**src/rtl/core_pkg.sv**
```systemverilog
// Shared RV32I core definitions: datapath width, writeback result-select
// encodings and load funct3 codes.
package core_pkg;

   localparam int XLEN = 32;

   typedef enum logic [1:0] {
      RESULT_ALU  = 2'b00,
      RESULT_LOAD = 2'b01,
      RESULT_PC4  = 2'b10
   } result_src_e;

   localparam logic [2:0] F3_LB  = 3'b000;
   localparam logic [2:0] F3_LH  = 3'b001;
   localparam logic [2:0] F3_LW  = 3'b010;
   localparam logic [2:0] F3_LBU = 3'b100;
   localparam logic [2:0] F3_LHU = 3'b101;

endpackage

```
**src/rtl/wb_stage_if.sv**
```systemverilog
// MEM->WB bundle: MEM-stage instruction fields and WB control in,
// register-file write port, forwarding value and instret out.
interface wb_stage_if #(
   parameter int XLEN  = 32,
   parameter int CNT_W = 64
);
   logic             mem_valid;
   logic             mem_reg_write;
   logic [4:0]       mem_rd;
   logic [1:0]       mem_result_src;
   logic [2:0]       mem_funct3;
   logic [XLEN-1:0]  mem_alu_result;
   logic [XLEN-1:0]  mem_load_data;
   logic [XLEN-1:0]  mem_pc_plus4;
   logic             wb_stall;
   logic             wb_flush;

   logic             wb_we;
   logic [4:0]       wb_rd;
   logic [XLEN-1:0]  wb_wd;
   logic             wb_valid;
   logic             wb_misaligned;
   logic [CNT_W-1:0] instret;

   modport master (
      output mem_valid, mem_reg_write, mem_rd, mem_result_src, mem_funct3,
             mem_alu_result, mem_load_data, mem_pc_plus4, wb_stall, wb_flush,
      input  wb_we, wb_rd, wb_wd, wb_valid, wb_misaligned, instret
   );

   modport slave (
      input  mem_valid, mem_reg_write, mem_rd, mem_result_src, mem_funct3,
             mem_alu_result, mem_load_data, mem_pc_plus4, wb_stall, wb_flush,
      output wb_we, wb_rd, wb_wd, wb_valid, wb_misaligned, instret
   );
endinterface

```
**src/rtl/wb_stage_load_extract.sv**
```systemverilog
// Combinational load alignment: picks the addressed byte/half/word out of the
// raw memory word, sign- or zero-extends it, and flags misaligned/illegal loads.
module load_extract
   import core_pkg::*;
(
   input  logic [2:0]      i_funct3,
   input  logic [1:0]      i_off,
   input  logic [XLEN-1:0] i_word,
   output logic [XLEN-1:0] o_data,
   output logic            o_misaligned
);

   logic [7:0]  w_byte;
   logic [15:0] w_half;

   function automatic logic [XLEN-1:0] ext8(input logic [7:0] b, input logic sgn);
      return {{(XLEN-8){sgn & b[7]}}, b};
   endfunction

   function automatic logic [XLEN-1:0] ext16(input logic [15:0] h, input logic sgn);
      return {{(XLEN-16){sgn & h[15]}}, h};
   endfunction

   assign w_byte = i_word[{i_off, 3'b000} +: 8];
   assign w_half = i_off[1] ? i_word[31:16] : i_word[15:0];

   always_comb begin
      o_data       = '0;
      o_misaligned = 1'b0;
      case (i_funct3)
         F3_LB:  o_data = ext8(w_byte, 1'b1);
         F3_LBU: o_data = ext8(w_byte, 1'b0);
         F3_LH: begin
            o_data       = ext16(w_half, 1'b1);
            o_misaligned = i_off[0];
         end
         F3_LHU: begin
            o_data       = ext16(w_half, 1'b0);
            o_misaligned = i_off[0];
         end
         F3_LW: begin
            o_data       = i_word;
            o_misaligned = |i_off;
         end
         // 011, 110, 111 are not loads in RV32I
         default: o_misaligned = 1'b1;
      endcase
   end

endmodule

```
**src/rtl/wb_stage.sv**
```systemverilog
// RV32I writeback stage: MEM/WB pipeline register, result select, register
// file write port, and the retired-instruction counter.
module wb_stage
   import core_pkg::*;
#(
   parameter int XLEN  = 32,
   parameter int CNT_W = 64
) (
   input logic       clk,
   input logic       rst,
   wb_stage_if.slave bus
);

   logic [XLEN-1:0]  w_ld_data;
   logic             w_ld_mis;
   logic             w_is_load;
   logic             w_mis;
   logic             w_we;
   logic             w_retire;
   logic [XLEN-1:0]  w_result;

   logic             r_vld_p1;
   logic             r_we_p1;
   logic             r_mis_p1;
   logic [4:0]       r_rd_p1;
   logic [XLEN-1:0]  r_wd_p1;
   logic [CNT_W-1:0] r_instret;

   load_extract u_load_extract (
      .i_funct3     (bus.mem_funct3),
      .i_off        (bus.mem_alu_result[1:0]),
      .i_word       (bus.mem_load_data),
      .o_data       (w_ld_data),
      .o_misaligned (w_ld_mis)
   );

   always_comb begin
      w_is_load = (bus.mem_result_src == RESULT_LOAD);
      w_mis     = bus.mem_valid & w_is_load & w_ld_mis;
      w_result  = bus.mem_alu_result;
      if (w_is_load)
         w_result = w_ld_data;
      else if (bus.mem_result_src == RESULT_PC4)
         w_result = bus.mem_pc_plus4;
      if (w_mis)
         w_result = '0;
      w_we     = bus.mem_valid & bus.mem_reg_write & (bus.mem_rd != 5'd0) & ~w_mis;
      // The instruction currently in WB retires unless it is being held
      w_retire = r_vld_p1 & ~r_mis_p1 & ~bus.wb_stall;
   end

   // ---- MEM -> WB register (p1) ----
   always_ff @(posedge clk) begin
      if (!rst) begin
         r_vld_p1  <= 1'b0;
         r_we_p1   <= 1'b0;
         r_mis_p1  <= 1'b0;
         r_rd_p1   <= 5'd0;
         r_wd_p1   <= '0;
         r_instret <= '0;
      end else begin
         if (w_retire)
            r_instret <= r_instret + CNT_W'(1);
         if (bus.wb_flush) begin
            r_vld_p1 <= 1'b0;
            r_we_p1  <= 1'b0;
            r_mis_p1 <= 1'b0;
         end else if (!bus.wb_stall) begin
            r_vld_p1 <= bus.mem_valid;
            r_we_p1  <= w_we;
            r_mis_p1 <= w_mis;
            r_rd_p1  <= bus.mem_rd;
            r_wd_p1  <= w_result;
         end
      end
   end

   assign bus.wb_valid      = r_vld_p1;
   assign bus.wb_we         = r_we_p1;
   assign bus.wb_misaligned = r_mis_p1;
   assign bus.wb_rd         = r_rd_p1;
   assign bus.wb_wd         = r_wd_p1;
   assign bus.instret       = r_instret;

endmodule

```
**src/flat_wrapper.sv**
```systemverilog
// flat-port wrapper written by rule: the top's interface ports become plain ports
module wb_stage_flat import core_pkg::*;
#(
   parameter int XLEN  = 32,
   parameter int CNT_W = 64
)
  (clk, rst, bus_mem_valid, bus_mem_reg_write, bus_mem_rd, bus_mem_result_src, bus_mem_funct3, bus_mem_alu_result, bus_mem_load_data, bus_mem_pc_plus4, bus_wb_stall, bus_wb_flush, bus_wb_we, bus_wb_rd, bus_wb_wd, bus_wb_valid, bus_wb_misaligned, bus_instret);
  wb_stage_if #(.XLEN(XLEN), .CNT_W(CNT_W)) bus_i ();
  input logic clk;
  input logic rst;
  input wire logic [$bits(bus_i.mem_valid)-1:0] bus_mem_valid;
  input wire logic [$bits(bus_i.mem_reg_write)-1:0] bus_mem_reg_write;
  input wire logic [$bits(bus_i.mem_rd)-1:0] bus_mem_rd;
  input wire logic [$bits(bus_i.mem_result_src)-1:0] bus_mem_result_src;
  input wire logic [$bits(bus_i.mem_funct3)-1:0] bus_mem_funct3;
  input wire logic [$bits(bus_i.mem_alu_result)-1:0] bus_mem_alu_result;
  input wire logic [$bits(bus_i.mem_load_data)-1:0] bus_mem_load_data;
  input wire logic [$bits(bus_i.mem_pc_plus4)-1:0] bus_mem_pc_plus4;
  input wire logic [$bits(bus_i.wb_stall)-1:0] bus_wb_stall;
  input wire logic [$bits(bus_i.wb_flush)-1:0] bus_wb_flush;
  output wire logic [$bits(bus_i.wb_we)-1:0] bus_wb_we;
  output wire logic [$bits(bus_i.wb_rd)-1:0] bus_wb_rd;
  output wire logic [$bits(bus_i.wb_wd)-1:0] bus_wb_wd;
  output wire logic [$bits(bus_i.wb_valid)-1:0] bus_wb_valid;
  output wire logic [$bits(bus_i.wb_misaligned)-1:0] bus_wb_misaligned;
  output wire logic [$bits(bus_i.instret)-1:0] bus_instret;
  assign bus_i.mem_valid = bus_mem_valid;
  assign bus_i.mem_reg_write = bus_mem_reg_write;
  assign bus_i.mem_rd = bus_mem_rd;
  assign bus_i.mem_result_src = bus_mem_result_src;
  assign bus_i.mem_funct3 = bus_mem_funct3;
  assign bus_i.mem_alu_result = bus_mem_alu_result;
  assign bus_i.mem_load_data = bus_mem_load_data;
  assign bus_i.mem_pc_plus4 = bus_mem_pc_plus4;
  assign bus_i.wb_stall = bus_wb_stall;
  assign bus_i.wb_flush = bus_wb_flush;
  assign bus_wb_we = bus_i.wb_we;
  assign bus_wb_rd = bus_i.wb_rd;
  assign bus_wb_wd = bus_i.wb_wd;
  assign bus_wb_valid = bus_i.wb_valid;
  assign bus_wb_misaligned = bus_i.wb_misaligned;
  assign bus_instret = bus_i.instret;
  wb_stage #(.XLEN(XLEN), .CNT_W(CNT_W)) u_core (.clk(clk), .rst(rst), .bus(bus_i));
endmodule
```
**config.mk**
```make
export PLATFORM = sky130hd
export DESIGN_NAME = wb_stage_flat
export DESIGN_NICKNAME = d
export VERILOG_FILES = /design/src/rtl/core_pkg.sv /design/src/rtl/wb_stage_if.sv /design/src/rtl/wb_stage_load_extract.sv /design/src/rtl/wb_stage.sv /design/src/flat_wrapper.sv
export SDC_FILE = /design/constraint.sdc
export NUM_CORES = 1
export LEC_CHECK = 0
export ABC_AREA = 0
export BUFFER_PORTS_ARGS = -buffer_cell sky130_fd_sc_hd__buf_2
export CAP_MARGIN = 20
export CORE_AREA = 2 2 117 119
export CTS_BUF_LIST = sky130_fd_sc_hd__clkbuf_4 sky130_fd_sc_hd__clkbuf_8 sky130_fd_sc_hd__clkbuf_16
export DETAILED_ROUTE_END_ITERATION = 10
export DIE_AREA = 0 0 119 121
export PLACE_DENSITY_LB_ADDON = 0.15
export SETUP_SLACK_MARGIN = 0.4
export SYNTH_ARGS = -nofsm -noshare
export SYNTH_HDL_FRONTEND = slang
export SYNTH_SLANG_ARGS = --single-unit
```
**constraint.sdc**
```tcl
create_clock -name clk -period 3.6 [get_ports clk]
set_input_delay 0.54 -clock clk [delete_from_list [all_inputs] [get_ports clk]]
set_output_delay 0.54 -clock clk [all_outputs]
set_load 0.03 [all_outputs]
```
Word-level counts from Yosys, hierarchy flattened

Index checks and enable logic that the tools add are counted.

Multipliers: 0
$add $sub $neg: 1
Eq/ne operators: 6
Shifts and indexed selects: 1
Reductions and logical operators: 7
Div/mod/pow operators: 0
Mux-type cells: 6
Bitwise gates (word level): 12
$lt $le $gt $ge: 0

Operators with widths:

| operator                                            | count |
|---|---|
| one-hot mux 32 bit (5 select lines)                 | 1 |
| two-way mux 32 bit                                  | 3 |
| adder 64 x 1 -> 64 bit, second input constant       | 1 |
| indexed part select 32 x 6 -> 8 bit                 | 1 |
| two-way mux 16 bit                                  | 1 |
| OR reduction 2 bit                                  | 4 |
| AND 1 bit                                           | 7 |
| equality test 3 bit, second input constant          | 2 |
| inverter 1 bit                                      | 5 |
| nonzero test 5 bit                                  | 1 |
| equality test 3 x 1 -> 1 bit, second input constant | 1 |
| equality test 3 x 2 -> 1 bit, second input constant | 1 |
| logical NOT 3 bit                                   | 1 |
| one-hot mux 1 bit (3 select lines)                  | 1 |
| equality test 2 x 1 -> 1 bit, second input constant | 1 |
| equality test 2 bit, second input constant          | 1 |
| AND reduction 2 bit                                 | 1 |

Logic and storage cells: 39
Memory bits (read-only): 0
Output and inout port bits: 104
Bits in writable memories: 0
Bits in latches: 0
Memories: 0
Bits of input ports: 112
Register bits: 104

Longest topological paths before layout

Gate-level depths: netlist of run 1.

Depth after elaboration: 6
Depth in mapped cells: 9
Depth with buffers taken out: 6

Modules after synthesis

From an unflattened synthesis of run 1, not the netlist that was laid out.

Cells, all modules: 776
Area, all modules: 6,352.3 µm²

By module, submodules not included:

| module       | times used | sequential area each (µm²) | area each (µm²) | cells an instance |
|---|---|---|---|---|
| wb_stage     | 1          | 2,082.0                    | 5,454.0         | 668 |
| load_extract | 1          | 0.0                        | 898.4           | 108 |

Worst setup path before layout of run 1

Ideal clock, no wire load.

Path type: input to register
From: input port bus_mem_alu_result[1]
To: register u_core.r_wd_p1[30] (netlist: u_core.bus.wb_wd[30])
Arrival: 2.183 ns
Required time: 3.478 ns
Path buffers: 2
Path slack: 1.296 ns
Setup time: 0.122 ns
Cell stages on the path: 6
Path through: clkbuf_1 > mux4_2 > o21ai_2 > buf_2 > a21oi_1 > a221o_1

Longest elaborated chain between the ends: 4
Elaborated cells on any way between the ends: 8
Classes of those cells: shift (1); mux (5); bitwise (1); reduce/logical (1)

RTL lines:

| what                                                                                      | line                           | RTL |
|---|---|---|
| start, declared                                                                           | flat_wrapper.sv:16             | `input wire logic [$bits(bus_i.mem_alu_result)-1:0] bus_mem_alu_result;` |
| indexed part select 32 x 6 -> 8 bit, or another cell as far along                         | wb_stage_load_extract.sv:24    | `assign w_byte = i_word[{i_off, 3'b000} +: 8];` |
| one-hot mux 32 bit (5 select lines) or one-hot mux 1 bit (3 select lines) (tied branches) | wb_stage_load_extract.sv:30    | `case (i_funct3)` |
| two-way mux 32 bit or AND 1 bit (tied branches)                                           | wb_stage.sv:41, wb_stage.sv:39 |  |
| two-way mux 32 bit *                                                                      | wb_stage.sv:45                 | `if (w_mis)` |
| end signal, assigned                                                                      | wb_stage.sv:73                 | `r_wd_p1 <= w_result;` |
| end, declared                                                                             | wb_stage.sv:26                 | `logic [XLEN-1:0] r_wd_p1;` |

Every way passes the cells marked *; elsewhere a longest branch is shown, timed or not.
A chain may end at the register's enable or synchronous reset.

Final worst setup path of run 1

From: register u_core.r_instret[0] (netlist: u_core.bus.instret[0])
To: register u_core.r_instret[58] (netlist: u_core.bus.instret[58])

Longest elaborated chain between the ends: 1

RTL lines:

| what                   | line           | RTL |
|---|---|---|
| start, declared        | wb_stage.sv:27 | `logic [CNT_W-1:0] r_instret;` |
| start signal, assigned | wb_stage.sv:63 | `r_instret <= r_instret + CNT_W'(1);` |
| adder 64 x 1 -> 64 bit | wb_stage.sv:63 |  |

Every way passes these cells.

==> results of run 1 <==
==> per-layer routing <==
metal	vias up	global-route usage, %	share of wire (%)	wire [um]
met5	-	0	0.076	14
met4	2	7.81	2.3	419
met3	28	6.48	8.1	1490
met2	261	41.3	47	8610
met1	2872	32.6	42	7770
li1	2987	-	-	-
==> cells by family (layout without fill, tap and decap cells) <==
group           after synthesis  count (layout)
xor+xnor                     31              31
compound gates              193             193
buf+inv                      56             250
flops                       104             104
simple gates                276             276
fa+ha+maj                     1               1
mux                          39              39
other cells                   0               1
==> report_power, final <==
group	leakage (nW)	internal (mW)	total [mW]	switching (mW)
combinational	2.03	0.131	0.338	0.207
clock	0.162	0.656	1.08	0.424
sequential	0.841	1.17	1.19	0.0138
==> worst paths after layout <==
kind / start / end / slack, ns
worst min register to register: u_core.bus.wb_rd[0] / u_core.bus.wb_rd[0] / 0.48
worst max-delay path: u_core.bus.instret[0] / u_core.bus.instret[58] / 1.24
worst max register to register: u_core.bus.instret[0] / u_core.bus.instret[58] / 1.24
worst min-delay path: bus_mem_rd[0] / u_core.bus.wb_rd[0] / 0.45
==> layout make-up <==
type / count / area [um^2] / area share [%]
timing repair buffer: 226 / 1160 / 16.1
sequential: 104 / 2080 / 28.9
tap: 176 / 220 / 3.06
inverter: 8 / 30.0 / 0.417
clock buffer: 12 / 260 / 3.62
multi-input combinational: 540 / 3370 / 46.8
antenna: 1 / 2.50 / 0.0348
clock inverter: 4 / 76.3 / 1.06
==> cells in the mapped netlist (all sizes together), types with 10 or more instances <==
master,number
a21oi,68
or3,20
mux2i,35
a221o,28
and3,10
nor2,44
dfxtp,104
xnor2,12
xor2,19
nand2,86
clkbuf,39
o21ai,65
nand4,31
nand3,26
a22oi,13
==> per-stage QoR <==
stage	worst slack (ns)	hold WS [ns]	utilization (%)	power [mW]
after floorplan	1.30	0.599	-	1.40
after global placement	1.04	0.460	52.4	1.54
after detailed placement	0.976	0.468	52.4	1.55
after CTS	1.23	0.441	55.0	2.62
after global routing	0.970	0.452	55.0	2.71
final	1.24	0.452	55.0	2.60
==> registers in the layout (all words and copies together) (netlist names) <==
register and cells:
u_core.bus.wb_valid 1, u_core.bus.wb_misaligned 1, u_core.bus.instret 64, u_core.bus.wb_wd 32, u_core.bus.wb_rd 5, u_core.bus.wb_we 1
==> critical path, delay by kind of cell, from the launching register on <==
kind                     cells  cell delay [ns]
AO/OA/AOI/OAI                1             0.15
adder cells (fa/ha/maj)      1             0.20
flip-flops                   1             0.40
AND/OR/NAND/NOR              4             1.54
==> metrics, run 1 <==
DR vias/cell 5.74; Detail Route Antenna Nets 0; Seq/Total Area, Yosys 36.7%; Pre-Repair DR Iteration Count 6; CTS Buf Count 9; cell count of the worst hold path 3; syn nets 813; layout cell share with drive strength beyond 1 28.9%; vias in the first global route 5,616; element type at the critical path start register; gpl congestion 0.908; antenna violations before repair 2; Post-Syn Area 5680 um^2; core box area 13,100 um^2; design area 7200 um^2; PwrDens 362 nW/um^2; final critical-path required period 2.36 ns; Root Driver clkbuf_16; H-tree Lvls 3; top-area cell type share of the netlist area 36.7%; Routed WL 18,300 um; FP Rows 42; distinct cell type count after synthesis 46; width of the die 119 um; Max Clock Skew 0.00668 ns; Seq cells post-synth 104; port buffer count 215; WP data arrival 2.63 ns; Post-DP HPWL 14,000 um; fillers 1,238; Fmax 0.423 GHz; syn avg cell area 8.11 um^2; DRT iter0 DRCs 566; # DRC 0; Hold Buf Count CTS 0; fraction of the mapped netlist area in simple logic gates 25.3%; EDFF count, synth 0; vias 6,150; Cell Area, Placed 6860 um^2; Data required, critical path 3.87 ns; routed length per placed instance 17.1 um; Resized Gates After CTS 0; ranking of synthesized cells by area dfxtp_1 (37%), mux2i_1 (6.2%), a21oi_1 (6.0%), nand2_1 (5.7%), o21ai_0 (5.6%); commonest non-fill, non-tap cell in the layout buf_2; Critical Path Sink Type register; initial core utilization 43.4%; CP Max Fanout 15; total global-route track usage 25.2%; Top FF cell, synth dfxtp_1; Worst-Margin Slew 1.11 ns; final hold vios 0; Syn. warnings 0; Critical-path top delay cell or4_1; critical path, cell by cell ha_1 > nor4bb_1 > and4_1 > nand4_2 > or4_1 > a21oi_1; Slew Viols, Final 0; Post-Synth XOR/XNOR Area 4.78%; clk_lat worst skew 0.34 ns; Setup CP Type register to register; Hold/Removal Path Class input pin to register; Setup Total Neg Slack 0 ns; global-route wire length before repair 29,100 um; commonest cells after routing, fill and taps aside buf_2 (215), dfxtp_1 (104), nand2_1 (86); CTS clk-pin slew, worst paths 0.07 ns; RSZ-0062 raised after global routing no; combinational family with the most area after synthesis simple AND/OR/NAND/NOR gates; I/O Pins 216; area grow syn2layout 26.8%; status finished, final reports clean; total gr overflow 0; Post-Synthesis Cells 700; Static Leak 3.04 nW; # setup viols final 0; largest net degree at the start of global routing 73; area share of fa/ha/maj cells after synthesis 0.220%; max cap viols 0; CTS tree built; final worst path period share 65.6%; Placed Cells 1,054; Compound-Gate Fraction of Synth Area 21.2%; postcts setup bufs 0; Worst R2R Path Depth 6; Die ar. 14,400 um^2; non-filler instance count after layout 1,071; Rel. slew slack 25.4%; dominant cell type by area after synthesis dfxtp_1; post-synthesis mux area share 7.76%; die extent in y 121 um; crit-path max cell delay 0.49 ns; Final #Nets 1,002; Peak VDD IR 217 uV; CTS Buffer Depth 2; asr flop ratio synth 0%; TritonCTS Sinks 104
(Power assumes the default switching activity.)
==> run 2, diff against run 1 <==
--- a/config.mk
+++ b/config.mk
@@ -5,13 +5,13 @@
 export SDC_FILE = /design/constraint.sdc
 export NUM_CORES = 1
 export LEC_CHECK = 0
-export ABC_AREA = 0
+export ABC_AREA = 1
 export BUFFER_PORTS_ARGS = -buffer_cell sky130_fd_sc_hd__buf_2
 export CAP_MARGIN = 20
-export CORE_AREA = 2 2 117 119
+export CORE_AREA = 2 2 124 126
 export CTS_BUF_LIST = sky130_fd_sc_hd__clkbuf_4 sky130_fd_sc_hd__clkbuf_8 sky130_fd_sc_hd__clkbuf_16
 export DETAILED_ROUTE_END_ITERATION = 10
-export DIE_AREA = 0 0 119 121
+export DIE_AREA = 0 0 126 128
 export PLACE_DENSITY_LB_ADDON = 0.15
 export SETUP_SLACK_MARGIN = 0.4
 export SYNTH_ARGS = -nofsm -noshare
==> constraint.sdc (replaced) <==
create_clock -name clk -period 1.9 [get_ports clk]
set_input_delay 0.285 -clock clk [delete_from_list [all_inputs] [get_ports clk]]
set_output_delay 0.285 -clock clk [all_outputs]
set_load 0.03 [all_outputs]
==> run 2 against run 1 <==
  * Die area increased by 12%
  * Maximum frequency increased by 44%
  * Hold slack got worse by 0.28 ns
  * First-iteration DRC count increased by 2.8%
  * Synthesized area increased by 12%
  * Critical path depth increased by 3
  * Routed wire length increased by 31%
==> metrics, run 2 <==
die extent in y 128 um; PwrDens 529 nW/um^2; Post-DP HPWL 17,900 um; Fmax 0.607 GHz; cell with the most instances after synthesis nand2_1; Hold/Removal Path Class input pin to register; cell count of the worst hold path 3; Rel. slew slack 66.3%; Worst-Margin Slew 0.504 ns; Setup CP Type register to register; Worst R2R Path Depth 9; Seq cells post-synth 104; Compound-Gate Fraction of Synth Area 13.9%; final worst path period share 86.6%; vias 7,976; Routed WL 24,000 um; syn nets 1,169; DR vias/cell 5.23; CP Max Fanout 5; dominant cell type by area after synthesis dfxtp_1; Slew Viols, Final 0; commonest non-fill, non-tap cell in the layout nand2_1; initial core utilization 42.7%; final hold vios 0; combinational family with the most area after synthesis simple AND/OR/NAND/NOR gates; asr flop ratio synth 0%; port buffer count 215; Post-Synth XOR/XNOR Area 0.414%; width of the die 126 um; Pre-Repair DR Iteration Count 5; antenna violations before repair 3; Logic pwr share 15.6%; largest net degree at the start of global routing 37; Max Clock Skew 0.0162 ns; Top FF cell, synth dfxtp_1; DRT iter0 DRCs 582; DP Worst Slack 0.0544 ns; clk_lat worst skew 0.36 ns; vias in the first global route 7,458; non-filler instance count after layout 1,526; global-route wire length before repair 37,300 um; core box area 14,900 um^2; Post-synth top cells nand2_1 (374), nor2_1 (133), dfxtp_1 (104), inv_1 (96); post-synthesis mux area share 0%; element type at the critical path start register; Seq/Total Area, Yosys 32.8%; Clk network pwr share 38.3%; max cap viols 0; Peak VDD IR 459 uV; CTS tree built; Data required, critical path 2.15 ns; area share of fa/ha/maj cells after synthesis 0.197%; RSZ-0062 raised after global routing yes; FP Rows 45; distinct cell type count after synthesis 38; area grow syn2layout 43.5%; internal power 3.41 mW; wl on met1 9970 um; Net Sw Power 1.41 mW; Syn. warnings 0; Critical Path Sink Type register; fraction of the mapped netlist area in simple logic gates 44.0%; final critical-path required period 1.65 ns; CTS Buf Count 9; WL met3 1610 um; Post-Synthesis Cells 1,056; commonest cells after routing, fill and taps aside nand2_1 (345), buf_2 (215), nor2_1 (93); Flop pwr share 46.1%; total global-route track usage 28.8%; top-area cell type share of the netlist area 32.8%; ranking of synthesized cells by area dfxtp_1 (33%), nand2_1 (22%), nor2_1 (7.9%), a21oi_1 (5.8%), nand3_1 (5.8%); syn avg cell area 6.01 um^2; # DRC 0; WP data arrival 1.89 ns; EDFF count, synth 0; max FFs per register 64; CTS Buffer Depth 2; gpl congestion 0.955; Final #Nets 1,443; routed length per placed instance 15.7 um; Final WS setup 0.254 ns; Post-Syn Area 6350 um^2; # setup viols final 0; top sig layer met4; Placed Cells 1,456; H-tree Lvls 3; Die ar. 16,100 um^2; CTS clk-pin slew, worst paths 0.07 ns; TritonCTS Sinks 104; Pwr Total 4.82 mW; Switching Share 29.3%; Static Leak 4.29 nW; status finished, final reports clean; I/O Pins 216; Root Driver clkbuf_16; Detail Route Antenna Nets 0; layout cell share with drive strength beyond 1 37.6%; metal2 WL 11,600 um; total gr overflow 0
-- run 2: cells by family (layout without fill, tap and decap cells) --
logic type | after synthesis | in the layout
AOI/OAI and AO/OA | 155 | 155
xor gates and xnor gates | 3 | 3
adders and majority gates | 1 | 1
buffers and inverters | 138 | 417
DFF | 104 | 104
other | 0 | 3
and+or+nand+nor | 655 | 655
-- run 2: final timing paths --
kind | slack, ns | startpoint | end
min | 0.17 | bus_mem_rd[0] | u_core.bus.wb_rd[0]
min reg2reg | 0.47 | u_core.bus.wb_wd[17] | u_core.bus.wb_wd[17]
max reg2reg | 0.25 | u_core.bus.instret[14] | u_core.bus.instret[60]
max | 0.25 | u_core.bus.instret[14] | u_core.bus.instret[60]
-- run 2: metal layers --
layer / vias up / global-route usage, %
li1: 3965 / -
met1: 3652 / 35.2
met2: 300 / 50.3
met3: 59 / 6.34
met4: 0 / 9.70
met5: - / 0
-- run 2: worst max-delay path, stage by stage, from the launching register on --
cell	delay [ns]
dfxtp_2	0.38
nand2_2	0.11
nor2_2	0.16
nand2_2	0.09
nor2_4	0.12
nand4_1	0.25
nor2_4	0.26
nand3_2	0.07
nand2_1	0.06
nor2_1	0.04
-- run 2: layout make-up --
| class | count | area (um^2) |
|---|---|---|
| inverters | 99 | 377 |
| clock inverters | 6 | 51.3 |
| multi-input cells | 814 | 4210 |
| repair buffers | 302 | 1820 |
| well taps | 188 | 235 |
| fillers | 1441 | 5750 |
| clock buffers | 10 | 233 |
| diodes | 3 | 7.51 |
| flip-flops and latches | 104 | 2180 |
-- run 2: power by group through the flow --
stage	logic [mW]	clock network [mW]	registers (mW)
global route	0.825	1.96	2.23
finish	0.751	1.85	2.22
global placement	0.717	0	2.28
floorplan	0.337	0	2.36
CTS	0.737	1.86	2.22
detailed placement	0.723	0	2.28
-- run 2: through the flow --
stage | instance area, um^2 | setup TNS [ns] | hold WS, ns | utilization (%)
after floorplan | 6470 | 0 | 0.420 | -
after global placement | 7890 | -3.31 | 0.436 | 53.1
after detailed placement | 7910 | 0 | 0.439 | 53.2
after CTS | 8700 | 0 | 0.163 | 58.5
after global routing | 9110 | 0 | 0.178 | 61.3
final | 9110 | 0 | 0.168 | 61.3
-- run 2: what timing repair did --
item	in CTS	in global routing
pin swaps	31	35
hold buffers	0	0
setup endpoints to repair	49	67
gates resized for setup	79	83
setup buffers	34	17
==> run 3, diff against run 2 <==
--- a/config.mk
+++ b/config.mk
@@ -5,13 +5,13 @@
 export SDC_FILE = /design/constraint.sdc
 export NUM_CORES = 1
 export LEC_CHECK = 0
-export ABC_AREA = 1
+export ABC_AREA = 0
 export BUFFER_PORTS_ARGS = -buffer_cell sky130_fd_sc_hd__buf_2
 export CAP_MARGIN = 20
-export CORE_AREA = 2 2 124 126
+export CORE_AREA = 2 2 117 119
 export CTS_BUF_LIST = sky130_fd_sc_hd__clkbuf_4 sky130_fd_sc_hd__clkbuf_8 sky130_fd_sc_hd__clkbuf_16
 export DETAILED_ROUTE_END_ITERATION = 10
-export DIE_AREA = 0 0 126 128
+export DIE_AREA = 0 0 119 121
 export PLACE_DENSITY_LB_ADDON = 0.15
 export SETUP_SLACK_MARGIN = 0.4
 export SYNTH_ARGS = -nofsm -noshare
==> run 3 against run 2 <==
  * Power is 0.44% lower
  * Utilization grew 5.1 points
  * First-iteration DRC count down 15%
  * Flip-flop and latch count unchanged
  * Die area decreased by 11%
  * Via count decreased by 16%
  * Hold slack gained 0.013 ns
  * Clock power about the same
  * Routed wire length shrank 13%
  * Clock skew down 0.0089 ns
  * Sequential power hardly changed
  * Critical endpoint is now u_core.bus.instret[57]
  * Largest power group unchanged
  * Highest routed layer unchanged
==> metrics, run 3 (synthesis results as in run 1) <==
Max Clock Skew 0.00725 ns; CTS Buffer Depth 2; DRT iter0 DRCs 493; DP Worst Slack -0.00775 ns; GRT met2 Usage 50.6%; Final #Nets 1,093; vias in the first global route 6,421; die extent in y 121 um; reg2reg setup slack 0.008 ns; Post-DP HPWL 15,000 um; CTS tree built; Worst R2R Path Depth 7; commonest non-fill, non-tap cell in the layout buf_2; final critical-path required period 1.89 ns; I/O Pins 216; gpl congestion 0.900; M1 GR Usage 31.7%; CTS clk-pin slew, worst paths 0.07 ns; Fmax 0.529 GHz; element type at the critical path start register; worst setup path end u_core.bus.instret[57]; Critical Path Start u_core.bus.instret[20]; total global-route track usage 27.7%; largest net degree at the start of global routing 54; Static Leak 3.80 nW; FP Rows 42; WP data arrival 2.17 ns; met3 usage 4.56%; Hold/Removal Path Class input pin to register; max FFs per register 64; Worst-Margin Slew 0.583 ns; Critical Path Sink Type register; Die ar. 14,400 um^2; antenna violations before repair 0; Rel. slew slack 61.1%; Peak VDD IR 390 uV; core box area 13,100 um^2; PwrDens 552 nW/um^2; routed length per placed instance 18.0 um; FF/Latch Area 2220 um^2; Routed WL 20,900 um; area of the multi-input gates 3890 um^2; area grow syn2layout 53.0%; Slew Viols, Final 0; # setup viols final 0; r2r startpoint u_core.bus.instret[20]; global-route wire length before repair 31,900 um; Pre-Repair DR Iteration Count 5; clk_lat worst skew 0.35 ns; port buffer count 215; Root Driver clkbuf_16; final hold vios 0; Data required, critical path 2.18 ns; Pwr Total 4.80 mW; CTS Buf Count 9; TritonCTS Sinks 104; H-tree Lvls 3; Final WS setup 0.00793 ns; Detail Route Antenna Nets 0; fillers 1,081; DR vias/cell 5.75; Setup CP Type register to register; Reg-to-Reg End u_core.bus.instret[57]; final worst path period share 99.6%; status finished, final reports clean; initial core utilization 43.4%; RSZ-0062 raised after global routing yes; width of the die 119 um; Setup Total Neg Slack 0 ns; Antenna Cells 0; layout cell share with drive strength beyond 1 48.4%; gr busiest metal met2; Hold Buf Count CTS 0; hold_ws 0.181 ns; vias 6,673; commonest cells after routing, fill and taps aside buf_2 (213), nand2_1 (81), buf_4 (72); max cap viols 0; # DRC 0; CP Max Fanout 15; total gr overflow 0
run 3: cell count changes in the layout (fill, tap and decap cells not counted), moves of 25 or more:
| cell | previous run | this run |
|---|---|---|
| a221o_1 | 0 | 28 |
| nor2_1 | 93 | 41 |
| mux2i_1 | 0 | 35 |
| nand3_1 | 61 | 18 |
| inv_1 | 86 | 7 |
| o21ai_0 | 25 | 50 |
| a21oi_1 | 70 | 41 |
| nand2_1 | 345 | 81 |
run 3: how the worst min path moves through the flow:
stage | start | to | slack, ns | depth (start not counted)
5_1_grt | bus_mem_rd[2] | u_core.bus.wb_rd[2] | 0.19 | 3
6_report | bus_mem_rd[2] | u_core.bus.wb_rd[2] | 0.18 | 3
4_1_cts | bus_mem_rd[2] | u_core.bus.wb_rd[2] | 0.17 | 3
3_5_place_dp | u_core.bus.wb_wd[26] | u_core.bus.wb_wd[26] | 0.47 | 1
2_1_floorplan | bus_mem_rd[0] | u_core.bus.wb_rd[0] | 0.42 | 2
3_3_place_gp | u_core.bus.wb_rd[0] | u_core.bus.wb_rd[0] | 0.46 | 2
run 3: critical path, stage by stage, from the launching register on:
cell,delay [ns]
dfxtp_4,0.35
nand4_1,0.16
nor4_2,0.26
buf_4,0.22
nand3_4,0.09
buf_12,0.16
or4_4,0.42
a21oi_2,0.15
run 3: final cells by class:
cell class / count / area share [%]
clock buffers: 11 / 3.04
well taps: 176 / 2.54
flip-flops and latches: 104 / 25.5
multi-input cells: 540 / 44.8
repair buffers: 317 / 23.3
inverters: 8 / 0.346
clock inverters: 5 / 0.418
run 3: layer usage:
metal / vias to the layer above / wire length, um
li1: 3163 / -
met2: 297 / 10800
met1: 3161 / 8040
met4: 0 / 739
met3: 52 / 1320
met5: - / 0
run 3: where the power goes:
| part | internal (mW) | total (mW) | switching, mW |
|---|---|---|---|
| sequential | 2.17 | 2.20 | 0.0230 |
| combinational | 0.299 | 0.722 | 0.423 |
| clock | 1.01 | 1.88 | 0.867 |
run 3: what timing repair did:
item / in CTS / in global routing
pin swaps: 36 / 36
gates resized for setup: 41 / 63
gates cloned: 1 / 0
endpoints found under the setup margin: 53 / 75
setup buffers: 27 / 15
run 3: through the flow:
step           util [%]  instance area (um^2)  std cells
6_report           66.4                  8680       1161
5_1_grt            66.4                  8680       1161
4_1_cts            63.7                  8340       1146
3_5_place_dp       58.5                  7650       1102
3_3_place_gp       58.5                  7650       1102
2_1_floorplan         -                  6190        700
